==> src/rtl/wb_apb_pkg.sv <==
// Shared types and constants for the Wishbone-classic to APB3 bridge.
// Holds the bridge FSM state encoding and the read data returned when an
// APB access is terminated by the optional timeout (APB_TIMEOUT_EN).
package wb_apb_pkg;

  typedef enum logic [1:0] {IDLE, SETUP, ACCESS, RESP} bridge_state_t;

  localparam logic [31:0] TIMEOUT_RDATA = 32'hDEAD_BEEF;

endpackage

==> src/rtl/wb_apb_bridge.sv <==
// Wishbone-classic slave to APB3 master bridge, one outstanding transfer.
// Each Wishbone single read/write becomes one APB SETUP/ACCESS transfer and
// completes with a one-cycle s_ack (plus apb_err on pslverr).
//
// Ports:
//   clk, rst_n                 clock, synchronous active-low reset
//   s_cyc/s_stb/s_we/s_adr/s_wdata   Wishbone request
//   s_rdata/s_ack/apb_err      Wishbone response (registered)
//   paddr/psel/penable/pwrite/pwdata APB master outputs (registered)
//   prdata/pready/pslverr      APB slave response
//
// Optional: define APB_TIMEOUT_EN to bound the ACCESS phase to
// TIMEOUT_CYCLES cycles; on expiry the transfer ends with apb_err=1 and,
// for reads, s_rdata=TIMEOUT_RDATA.
module wb_apb_bridge
  import wb_apb_pkg::*;
#(
  parameter int AW             = 32,
  parameter int DW             = 32,
  parameter int APB_AW         = 16,
  parameter int TIMEOUT_CYCLES = 256
) (
  input  logic              clk,
  input  logic              rst_n,
  input  logic              s_cyc,
  input  logic              s_stb,
  input  logic              s_we,
  input  logic [AW-1:0]     s_adr,
  input  logic [DW-1:0]     s_wdata,
  output logic [DW-1:0]     s_rdata,
  output logic              s_ack,
  output logic              apb_err,
  output logic [APB_AW-1:0] paddr,
  output logic              psel,
  output logic              penable,
  output logic              pwrite,
  output logic [DW-1:0]     pwdata,
  input  logic [DW-1:0]     prdata,
  input  logic              pready,
  input  logic              pslverr
);

  bridge_state_t state;
  logic          abort;
  logic          aborted;

  // A master that drops s_cyc on the completing cycle itself is treated
  // as aborted too, so the response is never presented to a gone master.
  assign aborted = abort | ~s_cyc;

`ifdef APB_TIMEOUT_EN
  localparam int CW = $clog2(TIMEOUT_CYCLES + 1);
  logic [CW-1:0] to_cnt;
  logic          to_hit;
  assign to_hit = (to_cnt == CW'(TIMEOUT_CYCLES - 1));
  logic unused_ok;
  assign unused_ok = ^s_adr[AW-1:APB_AW];
`else
  logic unused_ok;
  assign unused_ok = ^{s_adr[AW-1:APB_AW], TIMEOUT_CYCLES[0]};
`endif

  always_ff @(posedge clk) begin
    if (!rst_n) begin
      state   <= IDLE;
      abort   <= 1'b0;
      s_ack   <= 1'b0;
      s_rdata <= '0;
      apb_err <= 1'b0;
      psel    <= 1'b0;
      penable <= 1'b0;
      pwrite  <= 1'b0;
      paddr   <= '0;
      pwdata  <= '0;
`ifdef APB_TIMEOUT_EN
      to_cnt  <= '0;
`endif
    end else begin
      // s_ack/apb_err are single-cycle pulses raised only on ACCESS exit
      s_ack   <= 1'b0;
      apb_err <= 1'b0;
      case (state)
        IDLE: begin
          psel    <= 1'b0;
          penable <= 1'b0;
          if (s_cyc && s_stb) begin
            paddr  <= s_adr[APB_AW-1:0];
            pwrite <= s_we;
            pwdata <= s_wdata;
            psel   <= 1'b1;
            state  <= SETUP;
          end
        end
        SETUP: begin
          penable <= 1'b1;
          if (!s_cyc) abort <= 1'b1;
`ifdef APB_TIMEOUT_EN
          to_cnt  <= '0;
`endif
          state   <= ACCESS;
        end
        ACCESS: begin
          if (!s_cyc) abort <= 1'b1;
          if (pready) begin
            if (!pwrite) s_rdata <= prdata;
            s_ack   <= ~aborted;
            apb_err <= pslverr & ~aborted;
            psel    <= 1'b0;
            penable <= 1'b0;
            state   <= RESP;
          end
`ifdef APB_TIMEOUT_EN
          else if (to_hit) begin
            if (!pwrite) s_rdata <= TIMEOUT_RDATA;
            s_ack   <= ~aborted;
            apb_err <= ~aborted;
            psel    <= 1'b0;
            penable <= 1'b0;
            state   <= RESP;
          end else begin
            to_cnt <= to_cnt + 1'b1;
          end
`endif
        end
        RESP: begin
          abort <= 1'b0;
          state <= IDLE;
        end
        default: state <= IDLE;
      endcase
    end
  end

endmodule

==> config.mk <==
export PLATFORM = sky130hd
export DESIGN_NAME = wb_apb_bridge
export DESIGN_NICKNAME = d
export VERILOG_FILES = /design/src/rtl/wb_apb_pkg.sv /design/src/rtl/wb_apb_bridge.sv
export SDC_FILE = /design/constraint.sdc
export NUM_CORES = 1
export LEC_CHECK = 0
export ABC_CLOCK_PERIOD_IN_PS = 2500
export CORE_MARGIN = 1.5
export CORE_UTILIZATION = 40
export DETAILED_ROUTE_END_ITERATION = 12
export PLACE_DENSITY_LB_ADDON = 0.1
export SYNTH_ARGS = -nofsm -noshare
export SYNTH_HDL_FRONTEND = slang
export SYNTH_SLANG_ARGS = --single-unit
==> constraint.sdc <==
create_clock -name clk -period 2.5 [get_ports clk]
set_clock_uncertainty 0.2 [all_clocks]
set_input_delay 0.5 -clock clk [delete_from_list [all_inputs] [get_ports clk]]
set_output_delay 0.5 -clock clk [all_outputs]
set_load 0.01 [all_outputs]
== Yosys cells after proc, flatten, opt, wreduce, memory -nomap -nowiden ==
Index checks and enable logic that the tools add are counted.

* Bitwise gates (word level): 5
* Equal/unequal tests: 6
* Multiplexer cells: 9
* Reductions and logical operators: 13

{| class="wikitable"
|+ Operators by type and width
! kind !! count
|-
| AND reduction 2 bit || 5
|-
| one-hot mux 2 bit (4 select lines) || 1
|-
| != test 2 bit, second input constant || 3
|-
| AND reduction 3 bit || 2
|-
| equality test 2 bit, second input constant || 2
|-
| 2-to-1 mux 2 bit || 2
|-
| one-hot mux 1 bit (2 select lines) || 2
|-
| nonzero test 2 bit || 2
|-
| 2-to-1 mux 1 bit || 3
|-
| NOT 1 bit || 3
|-
| one-hot mux 1 bit (3 select lines) || 1
|-
| nonzero test 3 bit || 1
|-
| equality test 2 x 1 -> 1 bit, second input constant || 1
|-
| zero test 2 bit || 1
|-
| OR reduction 2 bit || 1
|-
| bitwise AND 1 bit || 1
|-
| logical AND 1 bit || 1
|-
| OR 1 bit || 1
|}

* Bits in registers: 88
* Input port bits: 103
* Logic and storage cells: 43
* Output and inout bits: 85

== Logic depth before layout (Yosys ltp) ==
Gate-level depths: netlist (run 1).

* Word-level depth: 4
* Depth in mapped cells: 8
* Depth with buffers taken out: 5

== Worst setup path after synthesis (run 1) ==
OpenSTA, ideal clock, no wires.

* Kind: reg2reg
* From: register state[0]
* To: register paddr[2]
* Data required time: 2169 ps
* Cell stages (with the launch flop): 9
* Buffers on the path: 3
* Setup slack: 870 ps
* Clock period less this slack: 1630 ps
* Arrival time: 1299 ps
* Library setup time: 131 ps
* Path through: dfxtp_1 inv_1 ha_1 and3_1 buf_4 buf_8 buf_8 nand2_1 a21oi_2

* Word-level cells in the longest chain between the ends: 2

{| class="wikitable"
|+ Ends and longest elaborated chain
! element !! line !! source
|-
| start: declaration || wb_apb_bridge.sv:43 || <nowiki>bridge_state_t state;</nowiki>
|-
| start signal: assignment || wb_apb_bridge.sv:65 || <nowiki>state <= IDLE;</nowiki>
|-
| start signal: assignment || wb_apb_bridge.sv:91 || <nowiki>state <= SETUP;</nowiki>
|-
| start signal: assignment || wb_apb_bridge.sv:100 || <nowiki>state <= ACCESS;</nowiki>
|-
| zero test 2 bit || wb_apb_bridge.sv:82 || <nowiki>case (state)</nowiki>
|-
| AND reduction 2 bit (no line) || - ||
|-
| end signal: assignment || wb_apb_bridge.sv:87 || <nowiki>paddr <= s_adr[APB_AW-1:0];</nowiki>
|-
| end: declaration || wb_apb_bridge.sv:33 || <nowiki>output logic [APB_AW-1:0] paddr,</nowiki>
|}

Every way passes these cells.
A chain may end at the register's enable or synchronous reset.

== Worst setup path in the final report (run 1) ==
* From: register pwrite
* To: output port pwrite

{| class="wikitable"
|+ RTL lines
! element !! line !! source
|-
| start: declaration || wb_apb_bridge.sv:36 || <nowiki>output logic pwrite,</nowiki>
|-
| start signal: assignment || wb_apb_bridge.sv:88 || <nowiki>pwrite <= s_we;</nowiki>
|}

No word-level cell between the ends.

==> results of run 1 <==
final timing paths:
path	from	to	slack, ns
setup / recovery	pwrite	pwrite	0.53
hold / removal	abort	s_ack	0.24
hold reg to reg	abort	s_ack	0.24
setup reg to reg	state[0]	pwdata[14]	0.73
where the power goes:
part,leakage (nW),internal [mW],switching (mW)
clock network,0.0993,0.488,0.474
logic,1.01,0.553,0.487
registers,0.715,1.56,0.0834
cells by family (layout without fill, tap and decap cells):
group / count (synthesis) / after routing / synth area share
compound gates: 89 / 89 / 0.155
fa+ha+maj: 5 / 5 / 0.0195
buf+inv: 30 / 197 / 0.0523
flops: 88 / 88 / 0.550
mux: 2 / 2 / 0.00625
simple gates: 178 / 178 / 0.217
state kept, by name, summed over array words and instances (netlist names):
name,flops
pwdata,32
psel,1
s_rdata,32
penable,1
abort,1
state,2
paddr,16
apb_err,1
pwrite,1
s_ack,1
stage by stage:
step	power (mW)	setup slack [ns]	utilization
2_1_floorplan	2.20	0.870	-
3_3_place_gp	2.70	0.340	0.648
6_report	3.65	0.534	0.674
3_5_place_dp	2.73	0.298	0.648
4_1_cts	3.71	0.506	0.674
5_1_grt	3.87	0.483	0.674
routing by layer:
layer / up-vias / share of wire
li1: 1584 / -
met1: 1364 / 0.42
met2: 102 / 0.46
met3: 10 / 0.10
met4: 0 / 0.014
met5: - / 0
layout make-up:
| type | instances | area share |
|---|---|---|
| Sequential cell | 88 | 0.338 |
| Multi-Input combinational cell | 274 | 0.246 |
| Timing Repair Buffer | 178 | 0.351 |
| Clock inverter | 5 | 0.0108 |
| Clock buffer | 11 | 0.0272 |
| Tap cell | 102 | 0.0245 |
| Inverter | 3 | 0.00216 |
worst register-to-register path, stage by stage (launching register included):
cell	delay [ns]
dfxtp_1	0.38
inv_1	0.10
ha_1	0.27
nand3_2	0.26
buf_12	0.25
nand2_1	0.09
a21oi_1	0.16
cells in the mapped netlist (2+ instances only):
master / count / area share
nor2_1: 3 / 0.0035
buf_8: 2 / 0.0094
nand2_1: 166 / 0.19
buf_4: 7 / 0.016
inv_1: 3 / 0.0035
buf_2: 5 / 0.0078
ha_1: 5 / 0.020
clkbuf_1: 12 / 0.014
a21oi_1: 74 / 0.12
dfxtp_1: 88 / 0.55
a21oi_2: 10 / 0.027
mux2i_1: 2 / 0.0062
==> key figures, run 1 <==
Status
  – Outcome: finished, final reports clean

Finish
  – Most frequent cells in the layout: clkdlybuf4s50_1, nand2_1, dfxtp_1
  – # nets final: 662
  – Area growth from synthesis to layout: 62.4%
  – Fin cells: about 660
  – Multi-input logic area: roughly 1300 um2
  – Final instance area: 5200 um2
  – Fraction of layout cells with a size suffix above 1: 0.0644
  – Commonest non-fill, non-tap cell in the layout: clkdlybuf4s50_1
  – Ant diodes: 0
  – Fillers: 652
  – Register Area: 1760 um2

GRT
  – Met1 Usage GRT: 0.231
  – Initial antenna violation count: 0
  – GRT met3 Usage: 0.0747
  – Global route overflow: 0
  – Total GRT Usage: 0.194
  – Gr busiest metal: met2
  – Vias in the first global route: 2815
  – First-pass GRT wire length: 13200 um
  – Largest net degree at the start of global routing: 45
  – GRT met2 Usage: 0.311

Timing
  – Setup Viol. Count Final: 0
  – Achievable frequency: 0.509 GHz
  – Final min period: about 2 ns
  – Final Hold Fails: 0
  – RSZ-0062 raised after global routing: no
  – Final period util: 0.786
  – Setup TNS: 0 ns
  – Worst hold slack: ~0.24 ns
  – Worst relative slew slack: 0.792
  – Slew Viols, Final: 0
  – Worst Tran Pin Value: ~0.31 ns

Clock network
  – # Post-CTS Setup Buffers: 0
  – CTS Hold Buffers Added: 0
  – CTS Sinks: 88
  – Worst-path clk slew: 0.08 ns
  – CTS tree: yes
  – Clk root buf: clkbuf_8
  – Num CTS Buffers: 9
  – Post_cts resized: 0
  – H-Tree Depth: 3
  – CTS max path bufs: 2
  – Clk_lat worst skew: 0.34 ns

Floorplanning
  – Die width: approximately 90 um
  – Ports: 188
  – Die area: around 8600 um2
  – Die Y: 92.5 um
  – FP Rows: 32
  – Core ar.: 7730 um2
  – Initial core utilization: 0.415

Synthesis
  – Mapped Nets: 500
  – Post-synth EDFFs: 0
  – Fraction of the yosys area taken by sequential cells: 0.550
  – Synth Flop Type: dfxtp_1
  – Mapped cell area: 3200 um2
  – Cell count after synthesis: 392
  – Synth cell types: 27
  – Async SR Flop Fraction: 0
  – Seq cells post-synth: 88
  – Synth Area per Inst: just over 8 um2
  – Yosys warning count: 0

Setup path
  – Worst setup SP type: flop
  – Crit path arrival time: roughly 1.3 ns
  – Family with the most delay on the worst path: buffers and inverters
  – Critical Path, Cell by Cell: clkdlybuf4s50_1
  – CP required: 1.80 ns
  – Crit-path max FO: 4
  – Crit path largest cell delay: between 0.5 and 0.6 ns
  – Critical path class: flop to output port
  – WP depth: 1
  – R2R cell count: 6
  – Worst path slowest cell: clkdlybuf4s50_1
  – Buf/Inv on CP: 1
  – Crit. End Element: output port

Detailed routing
  – First-pass detailed-route iteration total: 4
  – Detailed-route via count: between 3k and 4k
  – Antenna-violating nets left: 0
  – Wirelength, routed: between 8000 and 9000 um
  – DR vias/cell: 4.63
  – # DRC: 0
  – Avg WL per Cell: 12.4 um
  – DRT iter0 DRCs: 65

Pwr
  – Power per cell area: roughly 700 nW/um2
  – Worst VDD drop: roughly 0.38 mV
  – Leakage power: ~1.8 nW

Place
  – Post-Place Cells: 645
  – Dpl hpwl: a little under 6000 um
  – Post-DP Area: ~5000 um2
  – Number of port buffers: 171
  – Gpl congestion: 0.773

Hold path
  – Hold depth: 1
  – Min-Delay Path Class: flop to flop

Job
  – Number of max-cap violations: 0
Power figures use the tool's default switching activity.
==> run 2, diff against run 1 <==
--- a/config.mk
+++ b/config.mk
@@ -5,9 +5,9 @@
 export SDC_FILE = /design/constraint.sdc
 export NUM_CORES = 1
 export LEC_CHECK = 0
-export ABC_CLOCK_PERIOD_IN_PS = 2500
+export ABC_CLOCK_PERIOD_IN_PS = 1940
 export CORE_MARGIN = 1.5
-export CORE_UTILIZATION = 40
+export CORE_UTILIZATION = 38
 export DETAILED_ROUTE_END_ITERATION = 12
 export PLACE_DENSITY_LB_ADDON = 0.1
 export SYNTH_ARGS = -nofsm -noshare
==> constraint.sdc (replaced) <==
create_clock -name clk -period 1.94 [get_ports clk]
set_clock_uncertainty 0.2 [all_clocks]
set_input_delay 0.388 -clock clk [delete_from_list [all_inputs] [get_ports clk]]
set_output_delay 0.388 -clock clk [all_outputs]
set_load 0.01 [all_outputs]
==> run 2 against run 1 <==
Non-clock buffer count is 6 higher. Register-to-register slack worse by 0.46 ns. Critical path type unchanged. Critical endpoint unchanged. Final area is 2.1% higher. Clock power is 48% higher. First-iteration DRC count is 1.5% higher. Critical path depth stayed put. Sequential cell count stayed put.
==> key figures, run 2 (synthesized netlist as in run 1, its figures left out) <==
Finish
  – Commonest non-fill, non-tap cell in the layout: clkdlybuf4s50_1 (unchanged)
  – Fillers: 741 (was 652)
  – Ant diodes: 0 (unchanged)
  – Fraction of layout cells with a size suffix above 1: 0.0761 (was 0.0644)
  – Fin cells: 670 (was 661)
  – Largest regs: pwdata x32, s_rdata x32, paddr x16 (unchanged)
  – Area growth from synthesis to layout: 65.8% (was 62.4%)
  – Most frequent cells in the layout: clkdlybuf4s50_1, nand2_1, dfxtp_1 (unchanged)
  – # nets final: 668 (was 662)

Setup path
  – Worst path slowest cell: clkdlybuf4s50_1 (unchanged)
  – Critical Path, Cell by Cell: clkdlybuf4s50_1 (unchanged)
  – Crit path arrival time: 1.27 ns (about the same)
  – Crit path largest cell delay: 0.57 ns (was 0.55 ns)
  – Crit-path max FO: 4 (unchanged)
  – WP depth: 1 (unchanged)
  – Family with the most delay on the worst path: buffers and inverters (unchanged)
  – R2R cell count: 6 (unchanged)
  – Crit. End Element: output port (unchanged)
  – CP required: 1.35 ns (was 1.80 ns)
  – R2r endpoint: paddr[2] (was pwdata[14])
  – Reg2reg setup slack: 0.27 ns (was 0.73 ns)
  – Buf/Inv on CP: 1 (unchanged)
  – Reg2reg start: state[0] (unchanged)
  – Critical path class: flop to output port (unchanged)
  – Worst setup SP type: flop (unchanged)

Detailed routing
  – Detailed-route via count: 3100 (was 3060)
  – DRT iter0 DRCs: 66 (was 65)
  – Antenna-violating nets left: 0 (unchanged)
  – First-pass detailed-route iteration total: 4 (unchanged)
  – # DRC: 0 (unchanged)
  – Wirelength, routed: 8400 um (was 8200 um)
  – Avg WL per Cell: 12.5 um (was 12.4 um)
  – DR vias/cell: 4.63 (about the same)

Clock network
  – Clk root buf: clkbuf_8 (unchanged)
  – Worst-path clk slew: 0.09 ns (was 0.08 ns)
  – # Post-CTS Setup Buffers: 0 (unchanged)
  – H-Tree Depth: 3 (unchanged)
  – CTS Sinks: 88 (unchanged)
  – Clk_lat worst skew: 0.35 ns (was 0.34 ns)
  – CTS tree: yes (unchanged)
  – CTS max path bufs: 2 (unchanged)
  – Post_cts resized: 0 (unchanged)
  – Num CTS Buffers: 9 (unchanged)
  – CTS Hold Buffers Added: 0 (unchanged)

Pwr
  – Worst VDD drop: 0.428 mV (was 0.381 mV)
  – Power per cell area: 926 nW/um2 (was 701 nW/um2)
  – Leakage power: 1.88 nW (was 1.83 nW)

Place
  – Gpl congestion: 0.780 (was 0.773)
  – Setup WS pre-CTS: 0.0406 ns (was 0.298 ns)
  – Dpl hpwl: 5920 um (was 5800 um)
  – Post-Place Cells: 654 (was 645)
  – Number of port buffers: 171 (unchanged)

Floorplanning
  – Die area: 8990 um2 (was 8560 um2)
  – Ports: 188 (unchanged)
  – Die width: 94.8 um (was 92.5 um)
  – Die Y: 94.8 um (was 92.5 um)
  – Initial core utilization: 0.392 (was 0.415)
  – FP Rows: 33 (was 32)
  – Core ar.: 8180 um2 (was 7730 um2)

Timing
  – RSZ-0062 raised after global routing: no (unchanged)
  – Final worst slack: 0.0863 ns (was 0.534 ns)
  – Worst Tran Pin Value: 0.237 ns (was 0.312 ns)
  – Final min period: 1.85 ns
  – Setup TNS: 0 ns (unchanged)
  – Achievable frequency: 0.539 GHz
  – Setup Viol. Count Final: 0 (unchanged)
  – Worst relative slew slack: 0.842 (was 0.792)
  – Final Hold Fails: 0 (unchanged)
  – Final period util: 0.956
  – Slew Viols, Final: 0 (unchanged)

GRT
  – Initial antenna violation count: 0 (unchanged)
  – Largest net degree at the start of global routing: 50 (was 45)
  – Vias in the first global route: 2914 (was 2815)
  – First-pass GRT wire length: 13300 um (was 13200 um)
  – Global route overflow: 0 (unchanged)
  – Total GRT Usage: 0.191 (was 0.194)

Hold path
  – Min-delay src: abort (unchanged)
  – Hold depth: 1 (unchanged)
  – Min-Delay Path Class: flop to flop (unchanged)
  – Worst hold endpoint: s_ack (unchanged)

Status
  – Outcome: finished, final reports clean (unchanged)

Job
  – Number of max-cap violations: 0 (unchanged)
[run 2: cell count changes in the layout (fill, tap and decap cells not counted)]
cell / before / now
clkbuf_8: 10 / 11
and3_1: 1 / 0
and3_2: 0 / 1
buf_12: 5 / 7
buf_4: 2 / 6
bufinv_16: 1 / 2
clkinv_2: 2 / 0
[run 2: layout make-up]
class | count | area [um2] | area share
repair buffers | 184 | 1900 | 0.357
flip-flops and latches | 88 | 1760 | 0.332
multi-input cells | 274 | 1280 | 0.241
clock buffers | 12 | 155 | 0.0292
well taps | 105 | 131 | 0.0247
clock inverters | 4 | 76.3 | 0.0144
inverters | 3 | 11.3 | 0.00212
[run 2: metal layers]
layer	track usage	part of all wire	wire length, um	vias to the layer above
met3	0.0781	0.10	840	8
met4	0.0858	0.013	113	0
met1	0.212	0.41	3410	1396
met2	0.320	0.48	4030	103
li1	-	-	-	1593
met5	0	0	0	-
[run 2: power breakdown]
| part | internal (mW) | leakage (nW) | total, mW | switching (mW) |
|---|---|---|---|---|
| Sequential | 2.01 | 0.715 | 2.12 | 0.107 |
| Combinational | 0.744 | 1.05 | 1.38 | 0.633 |
| Clock | 0.799 | 0.113 | 1.42 | 0.621 |
[run 2: how the worst max path moves through the flow]
stage | start | end
after global placement | pready | s_rdata[16]
after detailed placement | pready | s_rdata[5]
after CTS | pwrite | pwrite
after floorplan | state[0] | paddr[2]
final | pwrite | pwrite
after global routing | pwrite | pwrite
[run 2: per-stage QoR]
step / hold WS [ns] / instance area (um2) / power, mW / util
floorplan: 0.199 / 3200 / 2.84 / -
global placement: 0.213 / 5080 / 3.53 / 0.622
detailed placement: 0.222 / 5080 / 3.56 / 0.622
CTS: 0.236 / 5310 / 5.00 / 0.650
global route: 0.260 / 5310 / 5.21 / 0.650
finish: 0.234 / 5310 / 4.92 / 0.650
